===== src/rtl/tick_sched_pkg.sv =====
// tick_sched_pkg: shared types and defaults for the tick scheduler.
// Channel state enum, default parameters and the configuration request struct.
package tick_sched_pkg;

  // Channel state: IDLE ignores base ticks, RUN counts them.
  typedef enum logic {
    IDLE = 1'b0,
    RUN  = 1'b1
  } ch_state_t;

  localparam int DEF_PRESCALE = 100;
  localparam int DEF_NCH      = 4;
  localparam int DEF_PW       = 16;

  // The request struct is sized for the widest supported build:
  // up to 256 channels and 32-bit periods. Narrower builds zero-extend.
  localparam int CFG_CH_W     = 8;
  localparam int CFG_PERIOD_W = 32;

  typedef struct packed {
    logic [CFG_CH_W-1:0]     ch;
    logic                    start;
    logic [CFG_PERIOD_W-1:0] period;
    logic                    oneshot;
  } cfg_req_t;

  // Width of a channel index; a single channel still gets a 1-bit select.
  function automatic int ch_idx_w(input int n);
    return (n > 1) ? $clog2(n) : 1;
  endfunction

endpackage


===== src/rtl/tick_sched_channel.sv =====
// tick_sched_channel: one scheduler channel (IDLE/RUN FSM, base-tick counter,
// registered ch_tick). Oneshot support is built only when
// TICK_SCHED_ONESHOT_EN is defined; otherwise every channel is periodic.
module tick_sched_channel
  import tick_sched_pkg::*;
#(
  parameter int PW = DEF_PW
) (
  input  logic          clk,
  input  logic          reset_p,
  input  logic          base_tick,
  input  logic          load,
  input  logic          run,
  input  logic [PW-1:0] period,
  input  logic          oneshot,
  output logic          ch_tick,
  output logic          ch_active
);

  ch_state_t     state_reg, state_next;
  logic [PW-1:0] cnt_reg, cnt_next;
  logic [PW-1:0] period_reg, period_next;
  logic          tick_next;
  logic          fire_once;

`ifdef TICK_SCHED_ONESHOT_EN
  logic oneshot_reg, oneshot_next;

  assign fire_once = oneshot_reg;

  // Oneshot flag latched with the period on every start.
  always_ff @(posedge clk or posedge reset_p) begin
    if (reset_p) oneshot_reg <= 1'b0;
    else         oneshot_reg <= oneshot_next;
  end
`else
  logic unused_oneshot;

  assign fire_once      = 1'b0;
  assign unused_oneshot = oneshot;
`endif

  // State, counter, period and tick registers.
  always_ff @(posedge clk or posedge reset_p) begin
    if (reset_p) begin
      state_reg  <= IDLE;
      cnt_reg    <= '0;
      period_reg <= '0;
      ch_tick    <= 1'b0;
    end else begin
      state_reg  <= state_next;
      cnt_reg    <= cnt_next;
      period_reg <= period_next;
      ch_tick    <= tick_next;
    end
  end

  // Next state: a configuration load wins over a coincident base tick.
  always_comb begin
    state_next  = state_reg;
    cnt_next    = cnt_reg;
    period_next = period_reg;
    tick_next   = 1'b0;
`ifdef TICK_SCHED_ONESHOT_EN
    oneshot_next = oneshot_reg;
`endif
    if (load) begin
      if (run) begin
        state_next  = RUN;
        cnt_next    = period;
        period_next = period;
`ifdef TICK_SCHED_ONESHOT_EN
        oneshot_next = oneshot;
`endif
      end else begin
        state_next = IDLE;
        cnt_next   = '0;
      end
    end else if (state_reg == RUN && base_tick) begin
      if (cnt_reg > PW'(1)) begin
        cnt_next = cnt_reg - PW'(1);
      end else begin
        tick_next = 1'b1;
        if (fire_once) begin
          state_next = IDLE;
          cnt_next   = '0;
        end else begin
          cnt_next = period_reg;
        end
      end
    end
  end

  assign ch_active = (state_reg == RUN);

endmodule


===== src/rtl/tick_scheduler.sv =====
// tick_scheduler: shared prescaler plus NCH run-time configurable event channels.
// Optional feature macro: TICK_SCHED_ONESHOT_EN (per-channel fire-once mode).
module tick_scheduler
  import tick_sched_pkg::*;
#(
  parameter int PRESCALE = DEF_PRESCALE,
  parameter int NCH      = DEF_NCH,
  parameter int PW       = DEF_PW
) (
  input  logic                     clk,
  input  logic                     reset_p,
  input  logic                     cfg_valid,
  output logic                     cfg_ready,
  input  logic [ch_idx_w(NCH)-1:0] cfg_ch,
  input  logic                     cfg_start,
  input  logic [PW-1:0]            cfg_period,
  input  logic                     cfg_oneshot,
  output logic                     base_tick,
  output logic [NCH-1:0]           ch_tick,
  output logic [NCH-1:0]           ch_active
);

  localparam int PSW = $clog2(PRESCALE);

  logic [PSW-1:0] presc_cnt;
  logic           xfer;
  logic           start_ok;
  cfg_req_t       cfg_req;

  assign xfer     = cfg_valid && cfg_ready;
  assign cfg_req  = '{ch:      CFG_CH_W'(cfg_ch),
                      start:   cfg_start,
                      period:  CFG_PERIOD_W'(cfg_period),
                      oneshot: cfg_oneshot};
  // A zero period is treated as a stop request.
  assign start_ok = cfg_req.start && (cfg_req.period != '0);

  // Prescaler: base_tick is registered on the edge the counter wraps to 0.
  always_ff @(posedge clk or posedge reset_p) begin
    if (reset_p) begin
      presc_cnt <= '0;
      base_tick <= 1'b0;
    end else if (presc_cnt == PSW'(PRESCALE - 1)) begin
      presc_cnt <= '0;
      base_tick <= 1'b1;
    end else begin
      presc_cnt <= presc_cnt + 1'b1;
      base_tick <= 1'b0;
    end
  end

  // Handshake: ready after reset, then low for one apply cycle per transfer.
  always_ff @(posedge clk or posedge reset_p) begin
    if (reset_p) cfg_ready <= 1'b0;
    else         cfg_ready <= !xfer;
  end

  // Channel decode: indices with no matching channel are accepted and dropped.
  genvar gi;
  generate
    for (gi = 0; gi < NCH; gi++) begin : g_ch
      tick_sched_channel #(
        .PW(PW)
      ) u_ch (
        .clk      (clk),
        .reset_p  (reset_p),
        .base_tick(base_tick),
        .load     (xfer && (cfg_req.ch == CFG_CH_W'(gi))),
        .run      (start_ok),
        .period   (cfg_req.period[PW-1:0]),
        .oneshot  (cfg_req.oneshot),
        .ch_tick  (ch_tick[gi]),
        .ch_active(ch_active[gi])
      );
    end
  endgenerate

endmodule


===== config.mk =====
export PLATFORM = sky130hd
export DESIGN_NAME = tick_scheduler
export DESIGN_NICKNAME = d
export VERILOG_FILES = /design/src/rtl/tick_sched_pkg.sv /design/src/rtl/tick_sched_channel.sv /design/src/rtl/tick_scheduler.sv
export SDC_FILE = /design/constraint.sdc
export NUM_CORES = 1
export LEC_CHECK = 0
export BUFFER_PORTS_ARGS = -buffer_cell sky130_fd_sc_hd__buf_2
export CAP_MARGIN = 20
export CORE_MARGIN = 2
export CORE_UTILIZATION = 42
export CTS_CLUSTER_DIAMETER = 30
export CTS_CLUSTER_SIZE = 30
export DETAILED_ROUTE_END_ITERATION = 10
export PLACE_DENSITY = 0.57
export SKIP_LAST_GASP = 1
export SLEW_MARGIN = 20
export SYNTH_ARGS = -nofsm -noshare
export SYNTH_HDL_FRONTEND = slang
export SYNTH_SLANG_ARGS = --single-unit

===== constraint.sdc =====
create_clock -name clk -period 14.6 [get_ports clk]
set_input_delay 3.65 -clock clk [delete_from_list [all_inputs] [get_ports clk]]
set_output_delay 3.65 -clock clk [all_outputs]
set_load 0.005 [all_outputs]

Word level (Yosys, flattened, before mapping):

Index checks and enable logic that the tools add are counted.

* latch bits: 0
* memory bits (read-only): 0
* bits in writable memories: 0
* logic and storage cells: 81
* input bits: 23
* output and inout port bits: 10
* register bits after elaboration: 145
* memories kept: 0

* multiply operators: 0
* eq/ne operators: 4
* mux-type cells: 28
* reductions and logical operators: 21
* $add $sub $neg: 5
* shift-type cells: 0
* bitwise operators: 0
* divide/modulo/power cells: 0
* order comparisons: 4

Operators by type and width (count)
* 16-bit 2-to-1 mux: 13
* 16-bit by 1-bit greater-than comparator with 1-bit output (second input constant): 4
* 16-bit by 1-bit subtractor with 16-bit output (second input constant): 4
* 32-bit nonzero test: 1
* 1-bit 2-to-1 mux: 14
* 1-bit logical AND: 10
* 8-bit logical NOT: 1
* 2-bit AND reduction: 4
* 2-bit nonzero test: 4
* 7-bit by 1-bit adder with 7-bit output (second input constant): 1
* 7-bit equality test (second input constant): 1
* 7-bit 2-to-1 mux: 1
* 2-bit equality test (second input constant): 2
* 2-bit by 1-bit equality test with 1-bit output (second input constant): 1
* 1-bit logical NOT: 1

Longest topological paths before layout:

Gate-level depths: netlist of the first run.

* depth after elaboration: 4
* gate-level depth with buffers: 9
* mapped depth without buffers: 7

By module:

Synthesis of the first run repeated with hierarchy kept, for this count alone.

* cells, all modules: 802
* area, all modules: 7840.0 µm²

By module, submodules not included
* tick_sched_channel (g_ch[0].u_ch ...): area each 1868.0 µm², times used 3, cells an instance 186, sequential area each 850.8 µm²
* tick_sched_channel (g_ch[3].u_ch): area each 1801.7 µm², times used 1, cells an instance 199, sequential area each 850.8 µm²
* tick_scheduler: area each 434.2 µm², times used 1, cells an instance 45, sequential area each 225.2 µm²

Worst setup path after synthesis of the first run:

OpenSTA, ideal clock, no wires.

* path kind: input to register
* start point: input cfg_period[5]
* end point: register g_ch[3].u_ch.cnt_reg[10]
* arrival: 5625 ps
* path slack: 8849 ps
* stages on the path: 7
* setup time: 126 ps
* data required time: 14474 ps
* buffers on the path: 2
* cell sequence: buf_2 or4_1 o41ai_4 nor2_1 buf_2 a22o_1 a221o_1

* longest elaborated chain between the ends: 4

RTL lines
* start: declaration: line tick_scheduler.sv:16 `input logic [PW-1:0] cfg_period,`
* 32-bit nonzero test: line tick_scheduler.sv:36 `assign start_ok = cfg_req.start && (cfg_req.period != '0);`
* 1-bit logical AND: line tick_scheduler.sv:36
* 16-bit 2-to-1 mux: line tick_sched_channel.sv:68 `if (run) begin`
* 16-bit 2-to-1 mux: line tick_sched_channel.sv:67 `if (load) begin`
* end signal: assignment: line tick_sched_channel.sv:52 `cnt_reg <= cnt_next;`
* end: declaration: line tick_sched_channel.sv:21 `logic [PW-1:0] cnt_reg, cnt_next;`

Every way passes these cells.
A chain may end at the register's enable or synchronous reset.

Final worst setup path of the first run:

* start point: input cfg_period[2]
* end point: register g_ch[2].u_ch.cnt_reg[15]

* longest elaborated chain between the ends: 4

RTL lines (line)
* 32-bit nonzero test: tick_scheduler.sv:36
* 1-bit logical AND: tick_scheduler.sv:36
* 16-bit 2-to-1 mux: tick_sched_channel.sv:68
* 16-bit 2-to-1 mux: tick_sched_channel.sv:67
* end signal: assignment: tick_sched_channel.sv:52
* end: declaration: tick_sched_channel.sv:21

Every way passes these cells.

==> results of run 1 <==
==> synth_stat cells, drive strengths merged, types with 4 or more instances <==
cell type / instances / area (um2)
a211oi: 8 / 60.1
a21o: 5 / 37.5
a21oi: 23 / 115
a221o: 8 / 80.1
a22o: 8 / 70.1
a22oi: 29 / 218
a31oi: 4 / 25.0
a32oi: 8 / 70.1
and2: 7 / 43.8
and3: 7 / 43.8
buf: 18 / 106
clkbuf: 24 / 90.1
dfrtp: 145 / 3630
ha: 9 / 113
inv: 29 / 109
mux2: 33 / 372
mux2i: 17 / 170
nand2: 92 / 345
nand3: 30 / 150
nand4: 7 / 43.8
nor2: 52 / 195
nor3: 24 / 125
nor3b: 5 / 37.5
nor4: 19 / 125
o211ai: 18 / 135
o21ai: 62 / 310
o22ai: 4 / 25.0
o311ai: 4 / 35.0
o31ai: 5 / 37.5
or2: 5 / 31.3
or3: 13 / 81.3
or4: 12 / 90.1
xnor2: 19 / 166
xor2: 14 / 123
==> area by class of cell <==
class / instances / area share
clock inverter: 15 / 0.0303
tap: 229 / 0.0329
inverter: 29 / 0.0131
timing repair buffer: 39 / 0.0247
sequential: 145 / 0.416
multi-input combinational: 582 / 0.434
clock buffer: 17 / 0.0488
==> where the power goes <==
group	total (uW)	switching [uW]	internal (uW)
registers	528	57.4	471
clock network	516	179	337
logic	225	126	99.5
==> through the flow <==
stage,util,setup WS (ns),instance area (um2)
after floorplan,-,7.06,7710
after global placement,0.447,8.47,8020
after detailed placement,0.447,8.42,8030
after CTS,0.485,8.80,8720
after global routing,0.485,8.73,8720
final,0.485,8.81,8720
==> worst register-to-register path, cell delays in order (launching register included) <==
cell and delay [ns]:
dfrtp_1 0.46, nor3_1 0.55, nor3b_1 0.75, and2_0 0.76
o21ai_0 0.21, o21ai_0 0.20
==> routing by layer <==
layer  up-vias  share of wire  GRT usage
met5         -              0          0
met4         0          0.016     0.0553
met3        23          0.049     0.0475
met2       144           0.48      0.364
met1      3195           0.45      0.303
li1       3000              -          -
==> worst max path at each step <==
stage	depth (start not counted)	slack (ns)	endpoint	start
floorplan	1	7.06	base_tick	reset_p
global placement	7	8.47	g_ch[2].u_ch.cnt_reg[15]	cfg_period[2]
detailed placement	7	8.42	g_ch[2].u_ch.cnt_reg[15]	cfg_period[2]
CTS	7	8.80	g_ch[2].u_ch.cnt_reg[15]	cfg_period[2]
global route	7	8.73	g_ch[2].u_ch.cnt_reg[15]	cfg_period[2]
finish	7	8.81	g_ch[2].u_ch.cnt_reg[15]	cfg_period[2]
==> cell families after synthesis <==
| kind of cell | count (synthesis) |
|---|---|
| multiplexers | 50 |
| flip-flops | 145 |
| AND/OR/NAND/NOR | 283 |
| XOR/XNOR | 33 |
| AO/OA/AOI/OAI | 207 |
| buffers and inverters | 71 |
| adder cells (fa/ha/maj) | 9 |
==> out/metrics.cfg, run 1 <==
[critical_path]
path_cells=buf_2 -> or4_1 -> o41ai_4 -> nor2_1 -> buf_4 -> a22oi_1 -> o31ai_1
crit_arrival_ns=6.09
cp.required_ns=14.89
critical_path_class=input port to flip-flop
r2r_cells=5
worstReg2RegEnd=g_ch[1].u_ch.cnt_reg[4]
path_delay_family=compound AO/OA/AOI/OAI gates
crit_slowest_cell=o41ai_4
worstPathMaxFanout=16
r2r_slack_ns=11.58
crit_buf_inv=2
crit_path_max_incr_delay_ns=0.67
worstReg2RegStart=g_ch[1].u_ch.cnt_reg[2]
start_kind=input port
cp-end-kind=flip-flop

[synth]
synth_xor_xnor_area_share=0.0375
synthAdderAreaFrac=0.0146
synth-simple-area-share=0.181
syn_avg_cell_area_um2=9.66
netlist_area_um2=7710
synth_fp_nets=830
yosysWarnings=0
synth_cell_types=62
synthCells=798
synth_seq_area_share=0.471
synth_compound_area_frac=0.186
ys_async_sr_fraction=1.00
synth-edff-count=0
synth_mux_area_frac=0.0703
synth_top_family_by_area=compound AO/OA/AOI/OAI gates
synth_ff_type=dfrtp_1
ys_ff_latch=145

[floorplanning]
die_area_um2=19400
die_x_um=139
fp.dieH_um=139
num_rows=49
core_um2=18000
initial_utilization=0.429
io_pins=33

[min_path]
min_path_cells=2
hp-start=g_ch[2].u_ch.period_reg[4]
hold_end=g_ch[2].u_ch.period_reg[4]
min_path_type=flip-flop to flip-flop

[sta]
rsz0062_at_grt=false
worst_pin_slew_ns=0.925
fin_crit_sh=0.397
finClkSkew_ns=0.00992
fin_crit_ns=5.79
whs_ns=0.474
maxSlewViolCount=0
hold_violations=0
setup_viol=0
setup_tns_ns=0
timing.slew.headroom=0.383
fmaxAchievable_mhz=173

[clock_tree]
post_cts_resized=0
cts_hold_buf=0
clk_pin_slew_ns=0.06
numClockSinks=145
cts_tree=done
clock_latency_ns=0.43
cts_buffers=17
h-tree-depth=4
root_buffer=clkbuf_16
cts_max_path_buffers=2
post-cts-setup-buffers=0

[power]
p_leak_uw=0.00378
total_power_uw=1270
powerDensity_nw_per_um2=146
ir_drop_uv=106

[cells_and_area]
layout_common_cells=145 x dfrtp_1, 92 x nand2_1, 50 x o21ai_0
drive_above_1_share=0.108
nFillCells=1709
nNetsFinal=846
syn_to_final_growth_pct=13.2
seqCellArea_um2=3630
multi_input_area_um2=3790
final_common_cell=dfrtp_1
stdcell_count=1056
diodes=0

[global_route]
grt_overflow=0
antenna_found_initial=1
grt_max_degree=75
grt_pass1_vias=6358
track_usage=0.223
grt_pass1_wl_mm=34.4

[placed_design]
dp_hpwl_mm=13.5
port_buffers=31
gp_congestion=0.818
placed_cells=1024

[outcome]
status=finished clean

[routing]
drt-total-wl_mm=20.7
vias_per_cell=6.02
vias=6362
dr.pass1.iters=6
drt_iter0_markers=514
ant_nets=0
drc=0
routedWlPerCell_um=19.6

[flow_run]
cap_violations=0

Power figures use the tool's default switching activity.
==> inputs of run 2 (changes only) <==
==> constraint.sdc (replaced) <==
create_clock -name clk -period 5.77 [get_ports clk]
set_input_delay 1.4425 -clock clk [delete_from_list [all_inputs] [get_ports clk]]
set_output_delay 1.4425 -clock clk [all_outputs]
set_load 0.005 [all_outputs]
==> out/metrics.cfg, run 2 (synthesis results as in run 1) <==
[sta]
fmaxAchievable_mhz=286
whs_ns=0.478  ; was 0.474 ns
fin_crit_ns=3.50
setup_tns_ns=0  ; unchanged
worst_pin_slew_ns=0.894  ; was 0.925 ns
setup_viol=0  ; unchanged
fin_crit_sh=0.606
worst_slack_ns=2.27  ; was 8.81 ns
hold_violations=0  ; unchanged
finClkSkew_ns=0.00902  ; was 0.00992 ns
rsz0062_at_grt=false  ; unchanged
maxSlewViolCount=0  ; unchanged
timing.slew.headroom=0.401  ; was 0.383

[routing]
routedWlPerCell_um=19.6  ; about the same
drt_iter0_markers=510  ; was 514
vias_per_cell=6.01  ; was 6.02
ant_nets=0  ; unchanged
dr.pass1.iters=5  ; was 6
drc=0  ; unchanged
vias=6348  ; was 6362
drt-total-wl_mm=20.7  ; about the same

[critical_path]
crit_arrival_ns=3.80  ; was 6.09 ns
worstPathMaxFanout=16  ; unchanged
cp.required_ns=6.07  ; was 14.89 ns
cp-end-kind=flip-flop  ; unchanged
start_kind=input port  ; unchanged
critical_path_class=input port to flip-flop  ; unchanged

[placed_design]
pre_cts_ws_ns=1.85  ; was 8.42 ns
dp_hpwl_mm=13.6  ; was 13.5 mm
port_buffers=31  ; unchanged
gp_congestion=0.838  ; was 0.818
dpl_cell_area_um2=8030  ; unchanged

[cells_and_area]
nNetsFinal=846  ; unchanged
fin_area_um2=8660  ; was 8720 um2
drive_above_1_share=0.108  ; unchanged
postLayoutCoreUtil=0.482  ; was 0.485
layout_common_cells=145 x dfrtp_1, 92 x nand2_1, 50 x o21ai_0  ; unchanged
diodes=0  ; unchanged
syn_to_final_growth_pct=12.3  ; was 13.2%
final_common_cell=dfrtp_1  ; unchanged

[clock_tree]
post_cts_resized=0  ; unchanged
cts_tree=done  ; unchanged
clk_pin_slew_ns=0.06  ; about the same
post-cts-setup-buffers=0  ; unchanged
cts_buffers=17  ; unchanged
cts_max_path_buffers=2  ; unchanged
clock_latency_ns=0.43  ; about the same
h-tree-depth=4  ; unchanged
root_buffer=clkbuf_16  ; unchanged
cts_hold_buf=0  ; unchanged
numClockSinks=145  ; unchanged

[global_route]
grt_pass1_vias=6308  ; was 6358
grt_use_met3=0.0485  ; was 0.0475
use_met1=0.304  ; was 0.303
grt_overflow=0  ; unchanged
antenna_found_initial=2  ; was 1
grt_max_degree=113  ; was 75
grt_pass1_wl_mm=34.0  ; was 34.4 mm
track_usage=0.220  ; was 0.223
gr-max-usage-layer=met2  ; unchanged
met2_usage=0.346  ; was 0.364

[power]
comb_power_share=0.186  ; was 0.177
ir_drop_uv=296  ; was 106 uV
p_int_uw=2140  ; was 908 uW
seqPwrFrac=0.433  ; was 0.416
switching_power_uw=949  ; was 362 uW
p_sw_frac=0.307  ; was 0.285
powerDensity_nw_per_um2=357  ; was 146 nW/um2
pwr-share-clk=0.382  ; was 0.407
p_leak_uw=0.00375  ; was 0.00378 uW

[floorplanning]
io_pins=33  ; unchanged
core_um2=18000  ; unchanged
die_x_um=139  ; unchanged
die_area_um2=19400  ; unchanged
fp.dieH_um=139  ; unchanged
initial_utilization=0.429  ; unchanged
num_rows=49  ; unchanged

[flow_run]
cap_violations=0  ; unchanged

[outcome]
status=finished clean  ; unchanged

[min_path]
min_path_type=flip-flop to flip-flop  ; unchanged

[run 2: cell types whose count changed in the layout (fill, tap and decap cells not counted), sizes merged]
cell / delta
clkinv: -4
bufinv: -4
inv: +8
[run 2: final cells by class]
class                   count  area, um2
well taps                 229        287
multi-input cells         582       3790
flip-flops and latches    145       3630
inverters                  29        116
clock buffers              17        425
repair buffers             39        215
clock inverters            15        196
fillers                  1714       9310
[run 2: power groups by stage]
stage               clock [uW]  combinational [uW]  sequential [uW]
finish                    1180                 573             1340
global route              1240                 653             1360
CTS                       1200                 575             1330
floorplan                    0                 449             1310
detailed placement           0                 570             1350
global placement             0                 553             1340
[run 2: per-layer routing]
metal / wire (um) / vias up
li1: - / 2992
met1: 9620 / 3188
met2: 9800 / 144
met3: 882 / 24
met4: 372 / 0
met5: 0 / -
[run 2: worst paths after layout]
check	start	to	slack (ns)	depth (start not counted)
max in group asynchronous	reset_p	g_ch[1].u_ch.cnt_reg[11]	3.63	3
hold reg to reg	g_ch[2].u_ch.period_reg[1]	g_ch[2].u_ch.period_reg[1]	0.48	2
hold / removal	g_ch[2].u_ch.period_reg[1]	g_ch[2].u_ch.period_reg[1]	0.48	2
setup / recovery	cfg_period[2]	g_ch[2].u_ch.cnt_reg[15]	2.27	7
min in group asynchronous	reset_p	g_ch[0].u_ch.period_reg[1]	1.14	2
setup reg to reg	g_ch[1].u_ch.cnt_reg[7]	g_ch[1].u_ch.cnt_reg[4]	2.81	5
[run 2: worst max-delay path, cell delays in order]
cell and delay [ns]:
buf_2 0.17, or4_1 0.61, o41ai_4 0.67, nor2_1 0.31
buf_4 0.29, a22oi_1 0.20, o31ai_1 0.10
[run 2: stage by stage]
stage,std cells,power [uW]
2_1_floorplan,798,1760
3_3_place_gp,1024,1900
3_5_place_dp,1024,1920
4_1_cts,1056,3110
5_1_grt,1056,3260
6_report,1056,3090
